**src/rtl/booth_result_buffer_if.sv**
```systemverilog
// Stream/credit bundle between the Booth core, its issuer and the result consumer.
// Optional tag lane is present when BOOTH_RB_TAG_EN is defined.
interface booth_result_buffer_if #(
  parameter int PW    = 16,
  parameter int DEPTH = 8
);
  localparam int LW = $clog2(DEPTH) + 1;

  logic          issue;
  logic          credit_ok;
  logic          r_valid;
  logic [PW-1:0] r_data;
  logic          m_valid;
  logic          m_ready;
  logic [PW-1:0] m_data;
  logic [LW-1:0] level;
  logic          err;
`ifdef BOOTH_RB_TAG_EN
  logic [3:0]    m_tag;

  modport master (
    output issue, r_valid, r_data, m_ready,
    input  credit_ok, m_valid, m_data, level, err, m_tag
  );

  modport slave (
    input  issue, r_valid, r_data, m_ready,
    output credit_ok, m_valid, m_data, level, err, m_tag
  );
`else
  modport master (
    output issue, r_valid, r_data, m_ready,
    input  credit_ok, m_valid, m_data, level, err
  );

  modport slave (
    input  issue, r_valid, r_data, m_ready,
    output credit_ok, m_valid, m_data, level, err
  );
`endif
endinterface

```
**src/rtl/booth_result_buffer.sv**
```systemverilog
// Result FIFO with credit accounting behind the non-stallable 8-bit Booth multiplier core.
// Define BOOTH_RB_TAG_EN to carry a 4-bit issue sequence tag alongside each product.
module booth_result_buffer #(
  parameter int DEPTH        = 8,
  parameter int PW           = 16,
  parameter int MAX_INFLIGHT = 8
) (
  input logic                  clk,
  input logic                  rst_n,
  booth_result_buffer_if.slave bus
);

  localparam int AW = $clog2(DEPTH);
  localparam int LW = AW + 1;
  localparam int IW = $clog2(MAX_INFLIGHT + 1);
  localparam int SW = ((LW > IW) ? LW : IW) + 1;
  localparam int CORE_LAT = 6;

  logic [PW-1:0] mem [DEPTH];
  logic [AW-1:0] wr_ptr;
  logic [AW-1:0] rd_ptr;
  logic [LW-1:0] level_q;
  logic [IW-1:0] inflight_q;
  logic          m_valid_q;
  logic [PW-1:0] m_data_q;
  logic          err_q;

  logic          pop;
  logic          full;
  logic          push;
  logic          drop;
  logic          issue_bad;
  logic          credit_ok;
  logic [AW-1:0] rd_ptr_n;
  logic [LW-1:0] level_n;
  logic [LW-1:0] remain;
  logic [PW-1:0] head_n;
  logic [IW-1:0] inflight_n;
  logic [SW-1:0] credit_sum;

  // Credit is a pure decode of registered level and in-flight count.
  always_comb begin
    credit_sum = SW'(level_q) + SW'(inflight_q);
    credit_ok  = credit_sum < SW'(DEPTH);
  end

  always_comb begin
    pop       = m_valid_q & bus.m_ready;
    full      = (level_q == LW'(DEPTH));
    push      = bus.r_valid & (~full | pop);
    drop      = bus.r_valid & full & ~pop;
    issue_bad = bus.issue & (~credit_ok | (inflight_q == IW'(MAX_INFLIGHT)));
    rd_ptr_n  = rd_ptr + AW'(pop);
    level_n   = level_q + LW'(push) - LW'(pop);
    remain    = level_q - LW'(pop);
    // With nothing left behind the popped head, the new head is the word being pushed.
    head_n    = (remain == '0) ? bus.r_data : mem[rd_ptr_n];
  end

  always_comb begin
    inflight_n = inflight_q;
    if (bus.issue && !bus.r_valid) begin
      if (inflight_q != IW'(MAX_INFLIGHT)) begin
        inflight_n = inflight_q + 1'b1;
      end
    end else if (!bus.issue && bus.r_valid) begin
      if (inflight_q != '0) begin
        inflight_n = inflight_q - 1'b1;
      end
    end
  end

  always_ff @(posedge clk) begin
    if (rst_n && push) begin
      mem[wr_ptr] <= bus.r_data;
    end
  end

  always_ff @(posedge clk) begin
    if (!rst_n) begin
      wr_ptr     <= '0;
      rd_ptr     <= '0;
      level_q    <= '0;
      inflight_q <= '0;
      m_valid_q  <= 1'b0;
      m_data_q   <= '0;
      err_q      <= 1'b0;
    end else begin
      if (push) begin
        wr_ptr <= wr_ptr + 1'b1;
      end
      rd_ptr     <= rd_ptr_n;
      level_q    <= level_n;
      m_valid_q  <= (level_n != '0);
      if (level_n != '0) begin
        m_data_q <= head_n;
      end
      inflight_q <= inflight_n;
      if (drop || issue_bad) begin
        err_q <= 1'b1;
      end
    end
  end

`ifdef BOOTH_RB_TAG_EN
  logic [3:0] tag_cnt;
  logic [3:0] tag_dl  [CORE_LAT];
  logic [3:0] tag_mem [DEPTH];
  logic [3:0] m_tag_q;

  always_ff @(posedge clk) begin
    if (rst_n && push) begin
      tag_mem[wr_ptr] <= tag_dl[CORE_LAT-1];
    end
  end

  // The delay line shifts every cycle so its tail lines up with the core's v_out.
  always_ff @(posedge clk) begin
    if (!rst_n) begin
      tag_cnt <= '0;
      for (int i = 0; i < CORE_LAT; i++) begin
        tag_dl[i] <= '0;
      end
      m_tag_q <= '0;
    end else begin
      if (bus.issue) begin
        tag_cnt <= tag_cnt + 1'b1;
      end
      tag_dl[0] <= tag_cnt;
      for (int i = 1; i < CORE_LAT; i++) begin
        tag_dl[i] <= tag_dl[i-1];
      end
      if (level_n != '0) begin
        m_tag_q <= (remain == '0) ? tag_dl[CORE_LAT-1] : tag_mem[rd_ptr_n];
      end
    end
  end

  assign bus.m_tag = m_tag_q;
`endif

  assign bus.credit_ok = credit_ok;
  assign bus.m_valid   = m_valid_q;
  assign bus.m_data    = m_data_q;
  assign bus.level     = level_q;
  assign bus.err       = err_q;

endmodule
```
**src/flat_wrapper.sv**
```systemverilog
// flat-port wrapper written by rule: the top's interface ports become plain ports
module booth_result_buffer_flat 
#(
  parameter int DEPTH        = 8,
  parameter int PW           = 16,
  parameter int MAX_INFLIGHT = 8
)
  (clk, rst_n, bus_issue, bus_r_valid, bus_r_data, bus_m_ready, bus_credit_ok, bus_m_valid, bus_m_data, bus_level, bus_err);
  booth_result_buffer_if #(.PW(PW), .DEPTH(DEPTH)) bus_i ();
  input logic clk;
  input logic rst_n;
  input wire logic [$bits(bus_i.issue)-1:0] bus_issue;
  input wire logic [$bits(bus_i.r_valid)-1:0] bus_r_valid;
  input wire logic [$bits(bus_i.r_data)-1:0] bus_r_data;
  input wire logic [$bits(bus_i.m_ready)-1:0] bus_m_ready;
  output wire logic [$bits(bus_i.credit_ok)-1:0] bus_credit_ok;
  output wire logic [$bits(bus_i.m_valid)-1:0] bus_m_valid;
  output wire logic [$bits(bus_i.m_data)-1:0] bus_m_data;
  output wire logic [$bits(bus_i.level)-1:0] bus_level;
  output wire logic [$bits(bus_i.err)-1:0] bus_err;
  assign bus_i.issue = bus_issue;
  assign bus_i.r_valid = bus_r_valid;
  assign bus_i.r_data = bus_r_data;
  assign bus_i.m_ready = bus_m_ready;
  assign bus_credit_ok = bus_i.credit_ok;
  assign bus_m_valid = bus_i.m_valid;
  assign bus_m_data = bus_i.m_data;
  assign bus_level = bus_i.level;
  assign bus_err = bus_i.err;
  booth_result_buffer #(.DEPTH(DEPTH), .PW(PW), .MAX_INFLIGHT(MAX_INFLIGHT)) u_core (.clk(clk), .rst_n(rst_n), .bus(bus_i));
endmodule
```
**config.mk**
```make
export PLATFORM = sky130hd
export DESIGN_NAME = booth_result_buffer_flat
export DESIGN_NICKNAME = d
export VERILOG_FILES = /design/src/rtl/booth_result_buffer_if.sv /design/src/rtl/booth_result_buffer.sv /design/src/flat_wrapper.sv
export SDC_FILE = /design/constraint.sdc
export NUM_CORES = 1
export LEC_CHECK = 0
export CAP_MARGIN = 15
export CORE_MARGIN = 2
export CORE_UTILIZATION = 58
export CTS_CLUSTER_DIAMETER = 200
export CTS_CLUSTER_SIZE = 28
export DETAILED_ROUTE_END_ITERATION = 10
export PLACE_DENSITY_LB_ADDON = 0.3
export SETUP_SLACK_MARGIN = 0.05
export SYNTH_ARGS = -nofsm -noshare
export SYNTH_HDL_FRONTEND = slang
export SYNTH_SLANG_ARGS = --single-unit
```
**constraint.sdc**
```tcl
create_clock -name clk -period 4.5 [get_ports clk]
set_input_delay 0.9 -clock clk [delete_from_list [all_inputs] [get_ports clk]]
set_output_delay 0.9 -clock clk [all_outputs]
set_load 0.03 [all_outputs]
```
# [After elaboration in Yosys (flattened, before gate mapping)]
# Memories as Yosys holds them, arrays and structs flattened.
# Cells that the tools add are included.
[word_totals] reg_bits=32 ram_bits=128 inputBits=21 out_inout_bits=23 mem_count=1
[mem_list] name="u_core.mem" words=8 word_bits=16 read_ports=1 rd_clocked_by_memory_dff=0 write_ports=1 line_no="booth_result_buffer.sv:19" rtl="logic [PW-1:0] mem [DEPTH];"
[op_classes] add_sub_neg=8 n_lt_le_gt_ge=1 eq_ne=4 n_mux=7 bitwise_logic=10 reduce_logical=12
[ops] operator="$mux W16" count=1
[ops] operator="$mux W4" count=4
[ops] operator="$eq A4 B4 Y1 const B" count=2
[ops] operator="$reduce_bool A4 Y1" count=2
[ops] operator="$sub A4 B1 Y4" count=2
[ops] operator="$add A4 B4 Y5" count=1
[ops] operator="$and A1 B1 Y1" count=5
[ops] operator="$lt A5 B4 Y1 const B" count=1
[ops] operator="$add A4 B1 Y4" count=1
[ops] operator="$add A4 B1 Y4 const B" count=1
[ops] operator="$logic_not A4 Y1" count=1
[ops] operator="$ne A4 B4 Y1 const B" count=1
[ops] operator="$reduce_bool A2 Y1" count=2
[ops] operator="$sub A4 B1 Y4 const B" count=1
[ops] operator="$add A3 B1 Y3" count=1
[ops] operator="$add A3 B1 Y3 const B" count=1
[ops] operator="$logic_and A1 B1 Y1" count=3
[ops] operator="$not A1 Y1" count=3
[ops] operator="$reduce_and A3 Y1" count=1
[ops] operator="$logic_not A1 Y1" count=2
[ops] operator="$mux W1" count=2
[ops] operator="$ne A2 B2 Y1 const B" count=1
[ops] operator="$or A1 B1 Y1" count=2
[ops] operator="$logic_or A1 B1 Y1" count=1

# [Logic depth before layout (Yosys ltp)]
# Gate-level depths: netlist (run 1).
[depth] ltp_word=7 depth_mapped=14

# [Worst setup path before layout (run 1)]
# OpenSTA, ideal clock, no wires.
[synth_timing] path_type="reg-to-output" startpoint="register u_core.level_q[1], in the netlist u_core.bus.level[1]" endpoint="output port bus_credit_ok" t_arrival_ns=2.817 t_required_ns=3.600 slack_ns=0.783 path_stages_with_launch=4 path_buffers=0 path_cell_list="dfxtp_1 ha_1 a31o_2 a2111oi_0"
[synth_via] elab_chain_len=2
[synth_lines] element="start: declaration" line_no="booth_result_buffer.sv:22" rtl="logic [LW-1:0] level_q;"
[synth_lines] element="start signal: assignment" line_no="booth_result_buffer.sv:93" rtl="level_q <= level_n;"
[synth_lines] element="$add A4 B4 Y5" line_no="booth_result_buffer.sv:43" rtl="credit_sum = SW'(level_q) + SW'(inflight_q);"
[synth_lines] element="$lt A5 B4 Y1" line_no="booth_result_buffer.sv:44" rtl="credit_ok = credit_sum < SW'(DEPTH);"
[synth_lines] element="end: declaration" line_no="flat_wrapper.sv:16" rtl="output wire logic [$bits(bus_i.credit_ok)-1:0] bus_credit_ok;"
# Every way passes these cells.

# [Worst setup path in the final report (run 1)]
[layout_timing] startpoint="input port bus_m_ready" endpoint="register u_core.m_data_q[6], in the netlist u_core.bus.m_data[6]"
[layout_via] elab_chain_len=6 elab_cells_between_ends=11 classes_between="add/sub (4); mux (1); bitwise (3); reduce/logical (2); memory (1)"
[layout_lines] element="start: declaration" line_no="flat_wrapper.sv:15" rtl="input wire logic [$bits(bus_i.m_ready)-1:0] bus_m_ready;"
[layout_lines] element="$and A1 B1 Y1 (*)" line_no="booth_result_buffer.sv:48" rtl="pop = m_valid_q & bus.m_ready;"
[layout_lines] element="$or A1 B1 Y1" line_no="booth_result_buffer.sv:50" rtl="push = bus.r_valid & (~full | pop);"
[layout_lines] element="$and A1 B1 Y1" line_no="booth_result_buffer.sv:50"
[layout_lines] element="$add A4 B1 Y4" line_no="booth_result_buffer.sv:54" rtl="level_n = level_q + LW'(push) - LW'(pop);"
[layout_lines] element="$sub A4 B1 Y4" line_no="booth_result_buffer.sv:54"
[layout_lines] element="$reduce_bool A4 Y1" line_no="booth_result_buffer.sv:95" rtl="if (level_n != '0) begin"
[layout_lines] element="end signal: assignment" line_no="booth_result_buffer.sv:96" rtl="m_data_q <= head_n;"
[layout_lines] element="end: declaration" line_no="booth_result_buffer.sv:25" rtl="logic [PW-1:0] m_data_q;"
# Mark *: on every way between the ends. The rest lies on a longest branch, timed or not.
# A chain may end at the register's enable or synchronous reset.

==> summary by stage, run 1 <==
Outcome
The flow ran to the end, and the final reports show no timing, DRC or antenna violations.

Detailed routing
For this block, the initial DRC count from the detailed router was 302. The total length of routed met2 wires is 6650 microns. Dividing the detail-routed via count by the number of cells gives 6.17. The per-cell routed wire length is 23.1 microns.

Wire segments on met3 add up to 963 microns in the final route. The DRC violation count after routing is 0. The post-detailed-routing wire length is 13400 microns.

The pre-antenna-repair detailed-routing pass consisted of 5 iterations. In the final routing, the length of wire on met1 measures 5490 microns. Routed signal wires occupy layers up through met4. The count of nets left with antenna violations once routing finished came out at 0. The detailed router placed 3574 vias in this run.

CTS
The clock drives 160 sinks. TritonCTS built the clock tree. Hold repair after CTS inserted 0 buffers. Counting the buffers created by CTS gives 17. The cell sitting at the root of the clock tree is a sky130_fd_sc_hd__clkbuf_8. The clock slew at the register clock pins of the worst setup and hold paths is 0.07 ns. The number of gates resized after CTS was 0. For the worst-skew pair, the clock arrives at the later sink with an insertion delay of 0.54 ns. After clock tree synthesis, the setup repair step added 0 buffers. The level count of the clock H-tree is 4. The maximum clock insertion buffer count is 2.

Synthesis
The cell area that synthesis handed to floorplanning was 0.00647 sq mm. The async set-or-reset flop fraction in the synthesized netlist is 0%. The synthesized net count is 399. The Yosys step of the flow raised 0 warnings. In this run, synthesis produced a sequential element count of 160.

The mean instance size in the synthesized netlist is 17.9 sq um. The distinct cell type count after synthesis is 39. In the synthesized netlist the dominant register cell turns out to be sky130_fd_sc_hd__edfxtp_1. Yosys mapped a number of flops with a built-in enable equal to 128. Sequential elements use 69.3% of the synthesized area. After technology mapping, the gate count stands at 362.

Timing
The headroom to the max-slew limit is 30.5%. For this run, the top clock speed supported by timing is 258 MHz. Adding up every negative setup slack in the final design gives 0 ns. The max-slew violation count came to 0. The transition time at the pin with the least slew margin is 1.03 ns. The worst setup skew after layout is 0.00587 ns.

The count of endpoints failing setup in the final report is 0. Setup repair after global routing left no endpoint under its margin. The fraction of the cycle the final worst path needs is 86.1%. Counting I/O delays and the setup requirement, the final critical path takes 3.87 ns. The total count of hold-check failures in the final report is 0. The final worst-path setup slack is 0.626 ns.

Layout
The layout overhead on the synthesized area is 20.8%. The post-layout net count is 463. The area occupied by multi-input gates is 0.00194 sq mm. Of the cells placed in the final design, the portion with a size suffix greater than 1 is 21.6%. 0 antenna diodes ended up in the layout.

The top cell types in the final layout, fill and taps aside, are sky130_fd_sc_hd__edfxtp_1 (128), sky130_fd_sc_hd__clkdlybuf4s50_1 (43), sky130_fd_sc_hd__mux4_2 (32), sky130_fd_sc_hd__dfxtp_1 (32). Cells fill 71.8% of the core in the end. Fill cells in the final layout number 682.

The register area is 0.00448 sq mm. The most common cell after layout, fill and taps aside is sky130_fd_sc_hd__edfxtp_1.

Worst setup path
For flop-to-flop paths, the worst setup slack is 0.78 ns. STA classifies the critical path startpoint as an input port. The class of the most critical setup path is input port to register. The endpoint identified for the worst register-to-register timing path is u_core.bus.m_data[6]$_SDFFE_PN0P_. STA classifies the critical path endpoint as a register. Data arrives at the worst endpoint at 4.35 ns. The startpoint of the worst register-to-register path is u_core.bus.level[2]$_SDFF_PN0_.

The peak fanout along the critical path is 16. The worst path required time is 4.98 ns. For the worst flop-to-flop path, the logic depth is 13.

Min path
The path class of the tightest hold or removal check is register to register. The capture endpoint of the worst hold path is u_core.bus.m_data[11]$_SDFFE_PN0P_. The worst hold path begins at u_core.bus.m_data[11]$_SDFFE_PN0P_.

Along the worst hold path, the cell count comes to 1.

Floorplan
From bottom edge to top edge, the die measures 110 microns. The die covers 0.0120 sq mm. From left edge to right edge, the die measures 110 microns. The top-level I/O count is 44.

For this configuration, the core starts out at a cell density of 59.5%. The row count is 38. The region available for standard cell placement spans 0.0109 sq mm.

Placement
Before CTS, the worst setup slack after placement is 0.131 ns. Port buffering added 43 buffers. The HPWL reported at the end of detailed placement is 8110 microns.

The congestion estimate from routability-driven global placement came to 0.802.

Global route
After global routing the overflow that remains totals 0. The global-route wire length before repair is 20700 microns. The global router's overall resource usage is 24.5%. The number of global-route vias before repair is 3677.

The largest net degree at the start of global routing is 22. The initial antenna violation count is 0.

Power and ir drop
The internal power component is 3.25 mW. The switching component of the power is 1.55 mW. Summed over all cells, the static leakage comes to 2.69 nW.

The proportion of power drawn by combinational gates is 30.3%. Net switching is 32.2% of the power. Of the total power, registers draw 38.8%.

VDD sags by at most 0.275 mV. The completed layout was analyzed and its total power is 4.80 mW. The power density of the placed cells is 614 mW/mm^2. In this run, the clock network consumes 30.8% of the power.

Run
The count of maximum capacitance violations is 0.
-- area by class of cell --
cell class / count / area share [%]
sequential: 160 / 57.3
multi-input combinational: 179 / 24.8
timing repair buffer: 59 / 7.36
clock buffer: 17 / 5.29
clock inverter: 15 / 2.58
tap: 140 / 2.24
inverter: 9 / 0.432
-- worst max-delay path: stages --
cell                              delay (ns)
sky130_fd_sc_hd__clkdlybuf4s50_1        0.48
sky130_fd_sc_hd__nand2_2                0.11
sky130_fd_sc_hd__nand3_1                0.11
sky130_fd_sc_hd__nand2_1                0.18
sky130_fd_sc_hd__inv_1                  0.23
sky130_fd_sc_hd__ha_1                   0.22
sky130_fd_sc_hd__inv_1                  0.06
sky130_fd_sc_hd__fa_1                   0.38
sky130_fd_sc_hd__xnor2_1                0.22
sky130_fd_sc_hd__o2111ai_1              0.24
sky130_fd_sc_hd__nand3_4                0.12
sky130_fd_sc_hd__nor4_4                 0.80
sky130_fd_sc_hd__a221o_1                0.29
-- layer usage --
layer  global-route usage [%]  up-vias
met3                     6.22       27
li1                         -     1576
met5                        0        -
met1                     33.4     1808
met2                     38.8      163
met4                     8.86        0
-- worst max path at each step --
stage | startpoint | endpoint | slack (ns)
global placement | bus_m_ready | u_core.bus.m_data[3]$_SDFFE_PN0P_ | 0.34
floorplan | u_core.bus.level[1]$_SDFF_PN0_ | bus_credit_ok | 0.78
detailed placement | bus_m_ready | u_core.bus.m_data[6]$_SDFFE_PN0P_ | 0.13
CTS | bus_m_ready | u_core.bus.m_data[6]$_SDFFE_PN0P_ | 0.65
global route | bus_m_ready | u_core.bus.m_data[12]$_SDFFE_PN0P_ | 0.38
finish | bus_m_ready | u_core.bus.m_data[6]$_SDFFE_PN0P_ | 0.63
-- cells by family after synthesis --
group	count (synthesis)	share of synthesized area (%)
AND/OR/NAND/NOR	69	5.74
AO/OA/AOI/OAI	31	4.27
buffers and inverters	23	1.62
flip-flops	160	69.3
adder cells (fa/ha/maj)	16	3.32
multiplexers	49	13.8
XOR/XNOR	14	2.01
-- sequential cells by signal, indices dropped and copies added (netlist names) --
name / flops
u_core.inflight_q: 4
u_core.mem: 128
u_core.rd_ptr: 3
u_core.bus.m_valid: 1
u_core.bus.m_data: 16
u_core.wr_ptr: 3
u_core.bus.err: 1
u_core.bus.level: 4
-- power groups by stage --
stage	sequential (mW)	combinational (mW)	clock (mW)
6_report	1.86	1.46	1.48
5_1_grt	1.88	1.57	1.56
4_1_cts	1.86	1.46	1.49
3_5_place_dp	1.89	1.44	0
3_3_place_gp	1.89	1.39	0
2_1_floorplan	2.00	0.851	0
-- synth_stat cells (2+ instances only) --
cell | instances | share of area [%]
sky130_fd_sc_hd__a21oi_1 | 7 | 0.54
sky130_fd_sc_hd__a221o_1 | 16 | 2.5
sky130_fd_sc_hd__and2_1 | 3 | 0.29
sky130_fd_sc_hd__and3b_1 | 2 | 0.27
sky130_fd_sc_hd__buf_2 | 9 | 0.70
sky130_fd_sc_hd__buf_4 | 2 | 0.23
sky130_fd_sc_hd__clkbuf_1 | 3 | 0.17
sky130_fd_sc_hd__dfxtp_1 | 32 | 9.9
sky130_fd_sc_hd__edfxtp_1 | 128 | 59
sky130_fd_sc_hd__fa_1 | 2 | 0.62
sky130_fd_sc_hd__ha_1 | 14 | 2.7
sky130_fd_sc_hd__inv_1 | 9 | 0.52
sky130_fd_sc_hd__mux2i_1 | 17 | 2.6
sky130_fd_sc_hd__mux4_2 | 32 | 11
sky130_fd_sc_hd__nand2_1 | 15 | 0.87
sky130_fd_sc_hd__nand2b_1 | 3 | 0.29
sky130_fd_sc_hd__nand3_1 | 2 | 0.15
sky130_fd_sc_hd__nor2_1 | 13 | 0.75
sky130_fd_sc_hd__nor3_1 | 21 | 1.6
sky130_fd_sc_hd__nor4_1 | 2 | 0.19
sky130_fd_sc_hd__xnor2_1 | 11 | 1.5
sky130_fd_sc_hd__xor2_1 | 2 | 0.27
-- through the flow --
stage,hold slack [ns],std cells,instance area (sq um)
after floorplan,0.487,362,6470
after global placement,0.497,547,7210
after detailed placement,0.495,547,7210
after CTS,0.501,579,7820
after global routing,0.549,579,7820
final,0.503,579,7820
Note: power is estimated with default switching activity, not from simulation.
==> run 2: changes to the inputs <==
Settings changed: ABC_CLOCK_PERIOD_IN_PS from default to 4500.
==> results of run 2 <==
The final DEF is identical to that of run 1; final timing and power are the same.
==> run 3: changes to the inputs <==
Settings changed: CORE_UTILIZATION 58 to 40, HOLD_SLACK_MARGIN from default to 0.12.
==> run 3 against run 2 <==
Non-clock buffer count grew 3. Register-to-register slack better by 0.16 ns. Highest routed layer unchanged. Setup slack lost 0.14 ns. Largest cell class unchanged. Critical endpoint is now u_core.bus.m_data[13]$_SDFFE_PN0P_. Critical path type unchanged.
==> summary by stage, run 3 (synthesis results as in run 1) <==
Floorplan
During I/O placement, the number of pins put on the boundary was 44. The row count is 46. From left edge to right edge, the die measures 131 microns.

The initial cell density of the core is 40.9%. The die covers 0.0172 sq mm. The total core area is 0.0158 sq mm. The die is 131 microns tall.

Timing
The final period demand of the worst path is 4.01 ns. Setup repair after global routing left no endpoint under its margin. The total count of hold-check failures in the final report is 0.

In this run the tightest slew margin relative to its limit is 24.7%. The count of endpoints failing setup in the final report is 0. The max-slew violation count is 0.

The achievable clock frequency is 249 MHz. Dividing the final minimum period by the clock period gives 89.1%. The transition time at the pin with the least slew margin is 1.12 ns. For the final database, setup skew stands at 0.00783 ns. The final total negative setup slack is 0 ns.

Worst setup path
The endpoint class of the critical path is a register. The setup check on the worst reg-to-reg path leaves a slack of 0.94 ns. In this run the worst path has a maximum fanout of 16. The depth of the most critical reg-to-reg path is 13.

The class of the most critical setup path is input port to register. The worst path required time is 4.86 ns. The startpoint type of the worst setup path is an input port. The data arrival time of the worst path is 4.37 ns.

The timing startpoint of the critical path is bus_m_ready. The startpoint of the worst register-to-register path is u_core.bus.level[2]$_SDFF_PN0_. The cell with the largest stage delay on the worst path is sky130_fd_sc_hd__nor4_4. In this run the critical register-to-register path is captured at u_core.bus.m_data[13]$_SDFFE_PN0P_. On the worst path, the slowest cell contributes a delay of 0.87 ns. The critical path buffer and inverter count is 2. The signal on the critical path passes through clkdlybuf4s50_1, nand2_2, xnor2_1, ha_1, inv_1, fa_1, nor3b_1, o2111ai_1, nand3_4, nor4_4, a221o_1. The most critical setup path has its endpoint at u_core.bus.m_data[13]$_SDFFE_PN0P_. The critical path crosses 11 cells after its start point. The kind of cell with the highest combined delay on the critical path is simple AND/OR/NAND/NOR gates.

Global route
The global-route wire length before repair is 21300 microns. The initial antenna violation count is 0. Global routing used 16.7% of the available tracks across all layers. The total congestion overflow is 0.

The number of global-route vias before repair is 3646. Entering global routing, the biggest net connects 34 pins.

Layout
The most common cell after layout, fill and taps aside is sky130_fd_sc_hd__edfxtp_1. After the flow finishes, the layout carries non-filler instances totaling 658. After the last flow step, the layout net total stands at 466. The register with the most flip-flops in the layout has 128 of them. The library cells used most frequently in the layout, excluding fill and tap cells, are sky130_fd_sc_hd__edfxtp_1 (128), sky130_fd_sc_hd__clkdlybuf4s50_1 (43), sky130_fd_sc_hd__mux4_2 (32), sky130_fd_sc_hd__dfxtp_1 (32), sky130_fd_sc_hd__buf_4 (18).

Cells fill 50.0% of the core in the end. 0 antenna diodes ended up in the layout. The register bank with the most flops is u_core.mem. Compared with the post-synthesis result, the final layout area differs by 22.3%. The share of layout cells above drive strength 1 is 21.0%.

Outcome
The run finished with clean final reports.

Run
The tool flagged a number of max-cap violations equal to 0.

CTS
For the worst-skew pair, the clock arrives at the later sink with an insertion delay of 0.43 ns. The tree is rooted in a sky130_fd_sc_hd__clkbuf_16. The count of clock tree sinks is 160. The clock slew at the register clock pins of the worst setup and hold paths is 0.06 ns. The post-CTS setup buffer count is 0. The clock tree from TritonCTS is done. Buffers inserted to repair hold after CTS numbered 0. The number of buffers inserted during clock tree synthesis is 17. Gates resized during post-CTS repair numbered 0.

The maximum clock insertion buffer count is 2. The level count of the clock H-tree is 4.

Detailed routing
In the routed layout, each cell is associated on average with a via count of 5.21. The post-detailed-routing wire length is 13400 microns. The per-cell routed wire length is 20.3 microns. The first detailed-routing pass ran for 4 iterations. The detailed-route via count is 3427. The count of nets left with antenna violations once routing finished came out at 0. The DRC violation total after the first TritonRoute iteration is 254. After detailed routing, the number of remaining DRC violations is 0.

Min path
The path class of the tightest hold or removal check is register to register.

Power and ir drop
Total power for the finished layout comes to 4.81 mW. The leakage power figure is 2.70 nW. The power density of the placed cells is 608 mW/mm^2. The worst vdd rail ir drop is 0.260 mV.

Placement
In this run, placement finished with an instance count of 626. The HPWL reported at the end of detailed placement is 8060 microns. In this run the tool buffered the top-level ports with 43 buffer cells. Routability-driven placement finished with a final weighted congestion of 0.823.
run 3: cell types whose count changed in the layout (fill, tap and decap cells not counted), moves of 2 or more:
cell	previous run	this run
sky130_fd_sc_hd__clkinvlp_4	2	0
sky130_fd_sc_hd__clkinv_4	3	1
sky130_fd_sc_hd__buf_4	14	18
sky130_fd_sc_hd__clkbuf_1	0	4
sky130_fd_sc_hd__inv_8	2	0
run 3: cell type report:
| type | instances | area (sq um) |
|---|---|---|
| multi-input combinational | 179 | 1930 |
| clock inverter | 10 | 160 |
| tap | 216 | 270 |
| sequential | 160 | 4480 |
| inverter | 9 | 33.8 |
| clock buffer | 22 | 454 |
| fill | 1327 | 7910 |
| timing repair buffer | 62 | 586 |
run 3: worst min-delay path by stage:
stage	start	depth (start not counted)	slack, ns	endpoint
final	u_core.bus.m_data[4]$_SDFFE_PN0P_	1	0.50	u_core.bus.m_data[4]$_SDFFE_PN0P_
after global routing	u_core.bus.m_data[4]$_SDFFE_PN0P_	1	0.51	u_core.bus.m_data[4]$_SDFFE_PN0P_
after CTS	u_core.bus.m_data[4]$_SDFFE_PN0P_	1	0.50	u_core.bus.m_data[4]$_SDFFE_PN0P_
after detailed placement	u_core.bus.m_data[4]$_SDFFE_PN0P_	1	0.49	u_core.bus.m_data[4]$_SDFFE_PN0P_
after global placement	u_core.bus.m_data[2]$_SDFFE_PN0P_	1	0.49	u_core.bus.m_data[2]$_SDFFE_PN0P_
after floorplan	u_core.inflight_q[3]$_SDFFE_PN0P_	2	0.49	u_core.inflight_q[3]$_SDFFE_PN0P_
run 3: stage by stage:
| step | setup WS, ns | hold WS, ns | instance area (sq um) |
|---|---|---|---|
| finish | 0.490 | 0.496 | 7920 |
| global route | 0.239 | 0.514 | 7920 |
| CTS | 0.523 | 0.503 | 7920 |
| detailed placement | 0.0990 | 0.488 | 7300 |
| global placement | 0.171 | 0.487 | 7300 |
| floorplan | 0.783 | 0.487 | 6470 |
run 3: power breakdown:
| group | total [mW] | internal [mW] | switching, mW |
|---|---|---|---|
| Clock | 1.49 | 0.943 | 0.551 |
| Combinational | 1.46 | 0.652 | 0.810 |
| Sequential | 1.86 | 1.74 | 0.116 |
run 3: metal layers:
| metal | share of wire [%] | GRT usage (%) |
|---|---|---|
| met5 | 0 | 0 |
| met1 | 44 | 22.1 |
| met3 | 5.7 | 4.32 |
| met4 | 1.5 | 7.19 |
| met2 | 49 | 26.2 |
